===== config.mk =====
export PLATFORM = sky130hd
export DESIGN_NAME = u_sequencer_flat
export DESIGN_NICKNAME = d
export VERILOG_FILES = /design/src/rtl/u_sequencer_if.sv /design/src/rtl/u_sequencer.sv /design/src/flat_wrapper.sv
export SDC_FILE = /design/constraint.sdc
export NUM_CORES = 1
export LEC_CHECK = 0
export ABC_CLOCK_PERIOD_IN_PS = 2800
export BUFFER_PORTS_ARGS = -buffer_cell sky130_fd_sc_hd__buf_2
export CAP_MARGIN = 20
export CORE_ASPECT_RATIO = 0.9
export CORE_MARGIN = 8
export CORE_UTILIZATION = 45
export DETAILED_ROUTE_END_ITERATION = 16
export GPL_TIMING_DRIVEN = 0
export MAX_ROUTING_LAYER = met4
export PLACE_DENSITY = 0.81
export SETUP_SLACK_MARGIN = 0.02
export SYNTH_ARGS = -nofsm -noshare
export SYNTH_HDL_FRONTEND = slang
export SYNTH_SLANG_ARGS = --single-unit

===== constraint.sdc =====
create_clock -name clk -period 2.8 [get_ports clk]
set_clock_uncertainty 0.15 [all_clocks]
set_input_delay 0.42 -clock clk [delete_from_list [all_inputs] [get_ports clk]]
set_output_delay 0.42 -clock clk [all_outputs]
set_load 0.005 [all_outputs]

===== src/rtl/u_sequencer_if.sv =====
// Sequencer bus: control-word sequencing fields, status inputs and registered
// micro-address outputs. The master drives the control word; the sequencer is the slave.
interface u_sequencer_if #(
    parameter int unsigned OPC_W   = 8,
    parameter int unsigned UADDR_W = 15
);
    logic               stall;
    logic [1:0]         typ;
    logic [6:0]         offset;
    logic               cond_invert;
    logic               cond_flag_src;
    logic [3:0]         cond_sel;
    logic               escape;
    logic [3:0]         alu_flags;
    logic [3:0]         u_flags;
    logic [7:0]         cpu_status;
    logic [OPC_W-1:0]   ir;
    logic               int_pending;
    logic               dma_req;
    logic [UADDR_W-1:0] u_addr;
    logic               halted;
    logic               irq_taken;
    logic               ustep_ovf;

    modport master (
        output stall, typ, offset, cond_invert, cond_flag_src, cond_sel, escape,
               alu_flags, u_flags, cpu_status, ir, int_pending, dma_req,
        input  u_addr, halted, irq_taken, ustep_ovf
    );

    modport slave (
        input  stall, typ, offset, cond_invert, cond_flag_src, cond_sel, escape,
               alu_flags, u_flags, cpu_status, ir, int_pending, dma_req,
        output u_addr, halted, irq_taken, ustep_ovf
    );
endinterface


===== src/rtl/u_sequencer.sv =====
// Microcode sequencer: evaluates the control word's sequencing fields each cycle and
// registers the next micro-address {esc, opc, step}. Handles IRQ entry, HALT and stall.
module u_sequencer #(
    parameter int unsigned           OPC_W       = 8,
    parameter int unsigned           STEP_W      = 6,
    parameter int unsigned           UADDR_W     = 15,
    parameter logic [UADDR_W-1:0]    RESET_UADDR = 15'h0010,
    parameter logic [UADDR_W-1:0]    FETCH_UADDR = 15'h0000,
    parameter logic [UADDR_W-1:0]    IRQ_UADDR   = 15'h3FC0
) (
    input logic          clk,
    input logic          rst,
    u_sequencer_if.slave bus
);
    localparam logic [1:0] TypSeq      = 2'b00;
    localparam logic [1:0] TypBranch   = 2'b01;
    localparam logic [1:0] TypFetch    = 2'b10;
    localparam logic [1:0] TypDispatch = 2'b11;

    typedef enum logic [0:0] {
        StRun  = 1'b0,
        StHalt = 1'b1
    } state_e;

    state_e               r_state, w_state_d;
    logic [UADDR_W-1:0]   r_uaddr, w_uaddr_d;
    logic                 r_irq_taken, w_irq_taken_d;
    logic                 r_ustep_ovf, w_ustep_ovf_d;

    logic [STEP_W-1:0]         w_step, w_step_inc, w_step_br;
    logic [UADDR_W-STEP_W-1:0] w_page;
    logic [UADDR_W-1:0]        w_seq_uaddr;
    logic                      w_step_wrap;
    logic [3:0]                w_flags;
    logic                      w_zf, w_cf, w_sf, w_of;
    logic                      w_irq_en, w_mode, w_paging_en, w_halt_req, w_dir, w_dma_ack;
    logic                      w_cond_raw, w_cond, w_irq_ok;
    logic                      w_unused;

    assign w_step      = r_uaddr[STEP_W-1:0];
    assign w_page      = r_uaddr[UADDR_W-1:STEP_W];
    assign w_step_inc  = w_step + STEP_W'(1);
    assign w_step_wrap = &w_step;
    assign w_seq_uaddr = {w_page, w_step_inc};
    // Adding the low STEP_W bits of the offset equals adding sext(offset) mod 64.
    assign w_step_br   = w_step + bus.offset[STEP_W-1:0];

    assign w_flags     = bus.cond_flag_src ? bus.u_flags : bus.alu_flags;
    assign w_zf        = w_flags[0];
    assign w_cf        = w_flags[1];
    assign w_sf        = w_flags[2];
    assign w_of        = w_flags[3];

    assign w_dma_ack   = bus.cpu_status[0];
    assign w_irq_en    = bus.cpu_status[1];
    assign w_mode      = bus.cpu_status[2];
    assign w_paging_en = bus.cpu_status[3];
    assign w_halt_req  = bus.cpu_status[4];
    assign w_dir       = bus.cpu_status[7];
    assign w_unused    = ^{bus.cpu_status[6:5], bus.offset[6]};

    // Blocking a second consecutive IRQ load keeps irq_taken a single-cycle pulse.
    assign w_irq_ok    = bus.int_pending & w_irq_en & ~r_irq_taken;

    // Condition multiplexer
    always_comb begin
        w_cond_raw = 1'b0;
        case (bus.cond_sel)
            4'd0:    w_cond_raw = w_zf;
            4'd1:    w_cond_raw = w_cf;
            4'd2:    w_cond_raw = w_sf;
            4'd3:    w_cond_raw = w_of;
            4'd4:    w_cond_raw = w_zf | w_cf;
            4'd5:    w_cond_raw = w_sf ^ w_of;
            4'd6:    w_cond_raw = (w_sf ^ w_of) | w_zf;
            4'd7:    w_cond_raw = bus.dma_req;
            4'd8:    w_cond_raw = w_irq_en;
            4'd9:    w_cond_raw = w_mode;
            4'd10:   w_cond_raw = w_paging_en;
            4'd11:   w_cond_raw = w_dir;
            4'd12:   w_cond_raw = bus.int_pending;
            4'd13:   w_cond_raw = w_dma_ack;
            4'd14:   w_cond_raw = 1'b1;
            default: w_cond_raw = 1'b0;
        endcase
    end

    assign w_cond = w_cond_raw ^ bus.cond_invert;

    // Next-state, next micro-address and pulse/sticky flag logic
    always_comb begin
        w_state_d     = r_state;
        w_uaddr_d     = r_uaddr;
        w_irq_taken_d = 1'b0;
        w_ustep_ovf_d = r_ustep_ovf;
        if (!bus.stall) begin
            case (r_state)
                StHalt: begin
                    w_uaddr_d = FETCH_UADDR;
                    if (w_irq_ok) begin
                        w_uaddr_d     = IRQ_UADDR;
                        w_irq_taken_d = 1'b1;
                        w_state_d     = StRun;
                    end
                end
                default: begin
                    unique case (bus.typ)
                        TypSeq: begin
                            w_uaddr_d     = w_seq_uaddr;
                            w_ustep_ovf_d = r_ustep_ovf | w_step_wrap;
                        end
                        TypBranch: begin
                            if (w_cond) begin
                                w_uaddr_d = {w_page, w_step_br};
                            end else begin
                                w_uaddr_d     = w_seq_uaddr;
                                w_ustep_ovf_d = r_ustep_ovf | w_step_wrap;
                            end
                        end
                        TypFetch: begin
                            if (w_irq_ok) begin
                                w_uaddr_d     = IRQ_UADDR;
                                w_irq_taken_d = 1'b1;
                            end else if (w_halt_req) begin
                                w_uaddr_d = FETCH_UADDR;
                                w_state_d = StHalt;
                            end else begin
                                w_uaddr_d = FETCH_UADDR;
                            end
                        end
                        TypDispatch: begin
                            w_uaddr_d = {bus.escape, bus.ir, {STEP_W{1'b0}}};
                        end
                    endcase
                end
            endcase
        end
    end

    // State registers with synchronous reset
    always_ff @(posedge clk) begin
        if (rst) begin
            r_state     <= StRun;
            r_uaddr     <= RESET_UADDR;
            r_irq_taken <= 1'b0;
            r_ustep_ovf <= 1'b0;
        end else begin
            r_state     <= w_state_d;
            r_uaddr     <= w_uaddr_d;
            r_irq_taken <= w_irq_taken_d;
            r_ustep_ovf <= w_ustep_ovf_d;
        end
    end

    assign bus.u_addr    = r_uaddr;
    assign bus.halted    = (r_state == StHalt);
    assign bus.irq_taken = r_irq_taken;
    assign bus.ustep_ovf = r_ustep_ovf;
endmodule


===== src/flat_wrapper.sv =====
// flat-port wrapper written by rule: the top's interface ports become plain ports
module u_sequencer_flat 
#(
    parameter int unsigned           OPC_W       = 8,
    parameter int unsigned           STEP_W      = 6,
    parameter int unsigned           UADDR_W     = 15,
    parameter logic [UADDR_W-1:0]    RESET_UADDR = 15'h0010,
    parameter logic [UADDR_W-1:0]    FETCH_UADDR = 15'h0000,
    parameter logic [UADDR_W-1:0]    IRQ_UADDR   = 15'h3FC0
)
  (clk, rst, bus_stall, bus_typ, bus_offset, bus_cond_invert, bus_cond_flag_src, bus_cond_sel, bus_escape, bus_alu_flags, bus_u_flags, bus_cpu_status, bus_ir, bus_int_pending, bus_dma_req, bus_u_addr, bus_halted, bus_irq_taken, bus_ustep_ovf);
  u_sequencer_if #(.OPC_W(OPC_W), .UADDR_W(UADDR_W)) bus_i ();
  input logic clk;
  input logic rst;
  input wire logic [$bits(bus_i.stall)-1:0] bus_stall;
  input wire logic [$bits(bus_i.typ)-1:0] bus_typ;
  input wire logic [$bits(bus_i.offset)-1:0] bus_offset;
  input wire logic [$bits(bus_i.cond_invert)-1:0] bus_cond_invert;
  input wire logic [$bits(bus_i.cond_flag_src)-1:0] bus_cond_flag_src;
  input wire logic [$bits(bus_i.cond_sel)-1:0] bus_cond_sel;
  input wire logic [$bits(bus_i.escape)-1:0] bus_escape;
  input wire logic [$bits(bus_i.alu_flags)-1:0] bus_alu_flags;
  input wire logic [$bits(bus_i.u_flags)-1:0] bus_u_flags;
  input wire logic [$bits(bus_i.cpu_status)-1:0] bus_cpu_status;
  input wire logic [$bits(bus_i.ir)-1:0] bus_ir;
  input wire logic [$bits(bus_i.int_pending)-1:0] bus_int_pending;
  input wire logic [$bits(bus_i.dma_req)-1:0] bus_dma_req;
  output wire logic [$bits(bus_i.u_addr)-1:0] bus_u_addr;
  output wire logic [$bits(bus_i.halted)-1:0] bus_halted;
  output wire logic [$bits(bus_i.irq_taken)-1:0] bus_irq_taken;
  output wire logic [$bits(bus_i.ustep_ovf)-1:0] bus_ustep_ovf;
  assign bus_i.stall = bus_stall;
  assign bus_i.typ = bus_typ;
  assign bus_i.offset = bus_offset;
  assign bus_i.cond_invert = bus_cond_invert;
  assign bus_i.cond_flag_src = bus_cond_flag_src;
  assign bus_i.cond_sel = bus_cond_sel;
  assign bus_i.escape = bus_escape;
  assign bus_i.alu_flags = bus_alu_flags;
  assign bus_i.u_flags = bus_u_flags;
  assign bus_i.cpu_status = bus_cpu_status;
  assign bus_i.ir = bus_ir;
  assign bus_i.int_pending = bus_int_pending;
  assign bus_i.dma_req = bus_dma_req;
  assign bus_u_addr = bus_i.u_addr;
  assign bus_halted = bus_i.halted;
  assign bus_irq_taken = bus_i.irq_taken;
  assign bus_ustep_ovf = bus_i.ustep_ovf;
  u_sequencer #(.OPC_W(OPC_W), .STEP_W(STEP_W), .UADDR_W(UADDR_W), .RESET_UADDR(RESET_UADDR), .FETCH_UADDR(FETCH_UADDR), .IRQ_UADDR(IRQ_UADDR)) u_core (.clk(clk), .rst(rst), .bus(bus_i));
endmodule

==> impl_metrics.tcl <==
set metrics [dict create \
    die_area_um2 5260 \
    synth_top_family_by_area "compound AO/OA/AOI/OAI gates" \
    num_vias 1614 \
    numCtsBuffers 3 \
    h-tree-depth 1 \
    relSlewSlack 0.439 \
    dp_hpwl_mm 3.14 \
    diodes 0 \
    maxSlewViolCount 0 \
    ys_types 48 \
    drv_cap 0 \
    fin_tns_setup_ns 0 \
    path_delay_family "compound AO/OA/AOI/OAI gates" \
    cts_root_buf "clkbuf_4" \
    start_kind "primary input" \
    area_growth_pct 25.7 \
    grt_max_degree 11 \
    ys.flop_type "dfxtp_1" \
    fin_crit_sh 0.902 \
    viasPerCell 5.58 \
    grt.overflow.total 0 \
    layout.nets 300 \
    postCtsSetupBuffers 0 \
    synth-seq-cells 18 \
    max_freq_ghz 0.396 \
    die_x_um 75.6 \
    ioPinCount 63 \
    finalHoldViolCount 0 \
    detail-route-antenna-nets 0 \
    crit_buf_inv 1 \
    rsz0062_at_grt "no" \
    clock_path_buffers 2 \
    ctsHoldBuffers 0 \
    cp_max_fo 7 \
    total_power_uw 626 \
    initial_utilization 0.472 \
    syn_inst 187 \
    clock_latency_ns 0.29 \
    wl_per_cell_um 13.4 \
    muxShareOfSynthArea 0.0549 \
    grt_first_pass_wirelength_mm 6.43 \
    post_layout_nonfiller_instances 289 \
    finalSetupViolations 0 \
    gp_congestion 0.824 \
    dieHeight_um 69.6 \
    drt_pre_antenna_iters 4 \
    cts_tree "built" \
    cp-end-kind "flop" \
    drive_above_1_share 0.279 \
    synthAdderAreaFrac 0.0662 \
    core_um2 3040 \
    crit_arrival_ns 2.58 \
    slowest_delay_ns 0.68 \
    worstMarginPinSlew_ns 0.834 \
    dpl.cell_count 285 \
    grt_antenna_before_repair 0 \
    p_per_area_nw_per_um2 347 \
    grt_use_total 0.150 \
    wirelength_mm 3.87 \
    async_flop_share 0 \
    period_needed_ns 2.53 \
    rows 19 \
    synth_edf_count 0 \
    synth_area_um2 1440 \
    drt_iter0_markers 77 \
    peakVddDrop_mv 0.190 \
    syn_nets 239 \
    critPathKind "in2reg" \
    post_cts_resized 0 \
    yosys.area_share.simple 0.253 \
    status "completed" \
    cp_cell_sequence "buf_2 -> mux4_1 -> o2111a_1 -> o31ai_1 -> a21oi_1 -> a311o_1" \
    required_ns 2.85 \
    avgSynthCellArea_um2 7.68 \
    cts.sinks 18 \
    cellLeakagePower_nw 0.840 \
    cts.clk_slew.worst_paths_ns 0.11 \
    grt_pass1_vias 1445 \
    ys_seq_area_frac 0.251 \
    hold_class "in2reg" \
    io_buffers 56 \
    drc_errors 0 \
    yosys_warnings 0 \
    crit_path_top_delay_cell "o31ai_1" \
    synth_compound_area_frac 0.256 \
    synth_xor_xnor_area_share 0.0732 \
]
flip-flops by register name, indices dropped and copies added (netlist names):
register,cells
u_core.bus.ustep_ovf,1
u_core.bus.irq_taken,1
u_core.bus.u_addr,15
u_core.bus.halted,1
synthesized netlist by cell type (all sizes together), types with 3 or more instances:
master	n	area [µm²]
dfxtp	18	360
nor2	15	56.3
or2	4	25.0
xnor2	6	52.6
o21ai	11	55.1
and3	8	50.1
inv	4	15.0
mux2i	3	30.0
ha	6	75.1
nor3	8	40.0
nand2	18	67.6
nand3	7	35.0
clkbuf	9	35.0
a21oi	23	115
a31oi	3	18.8
xor2	6	52.6
nand2b	4	25.0
cells by family (layout without fill, tap and decap cells):
| kind of cell | count (synthesis) | in the layout |
|---|---|---|
| AND/OR/NAND/NOR | 73 | 73 |
| AO/OA/AOI/OAI | 57 | 57 |
| flip-flops | 18 | 18 |
| buffers and inverters | 15 | 75 |
| XOR/XNOR | 12 | 12 |
| adder cells (fa/ha/maj) | 7 | 7 |
| multiplexers | 5 | 5 |
power by group:
part / internal, mW / total, mW / switching [mW]
combinational: 0.0871 / 0.184 / 0.0968
sequential: 0.266 / 0.278 / 0.0127
clock: 0.0793 / 0.164 / 0.0846
total: 0.432 / 0.626 / 0.194
placed cells by master, fill, tap and decap left out, types with 2 or more instances in the layout:
master	instances
nor2_1	15
buf_2	56
mux2i_1	3
clkbuf_4	3
nand3_1	7
and3_1	8
nand3b_1	2
a31oi_1	3
clkbuf_1	8
nor3_1	8
a21oi_1	23
inv_1	4
or2_2	4
o21ai_0	11
o32ai_1	2
nor4_1	2
nand2b_1	4
a21o_1	2
dfxtp_1	18
nand2_1	18
ha_1	6
xnor2_1	6
xor2_1	6
path summary, 6_finish.rpt:
kind / slack (ns) / startpoint / cells after the start / end
setup / recovery: 0.27 / bus_cond_flag_src / 6 / u_core.bus.u_addr[5]$_SDFFE_PP0N_
hold reg to reg: 0.31 / u_core.bus.u_addr[9]$_SDFFE_PP0P_ / 2 / u_core.bus.u_addr[9]$_SDFFE_PP0P_
hold / removal: 0.30 / bus_cpu_status[4] / 3 / u_core.bus.halted$_SDFFE_PP0N_
setup reg to reg: 0.70 / u_core.bus.u_addr[0]$_SDFFE_PP0N_ / 8 / u_core.bus.u_addr[4]$_SDFFE_PP1N_
per-layer routing:
metal  part of all wire  track usage
met5                  0            -
met4             0.0080       0.0256
met3              0.088       0.0246
met2               0.45        0.228
met1               0.46        0.203
worst reg2reg max path: cells and delay by family (launching register included):
family / cells / cell delay [ns]
DFF: 1 / 0.41
AOI/OAI and AO/OA: 2 / 0.34
and+or+nand+nor: 3 / 0.22
xor gates and xnor gates: 1 / 0.17
adders and majority gates: 2 / 0.70
stage by stage:
step	util	hold slack, ns	cell area, µm²	setup WS [ns]
2_1_floorplan	-	0.298	1440	0.289
3_3_place_gp	0.581	0.286	1770	-0.0673
3_5_place_dp	0.581	0.292	1770	-0.0637
4_1_cts	0.593	0.307	1810	0.258
5_1_grt	0.593	0.330	1810	0.146
6_report	0.593	0.301	1810	0.275
cell type report:
type	count	area, µm²
buffer	11	50.0
clock buffer	4	36.3
fill	318	1240
inverter	4	15.0
multi-input combinational	154	1010
sequential	18	360
tap	42	52.6
timing repair buffer	56	280
No activity file was read; power rests on OpenSTA's default activity.
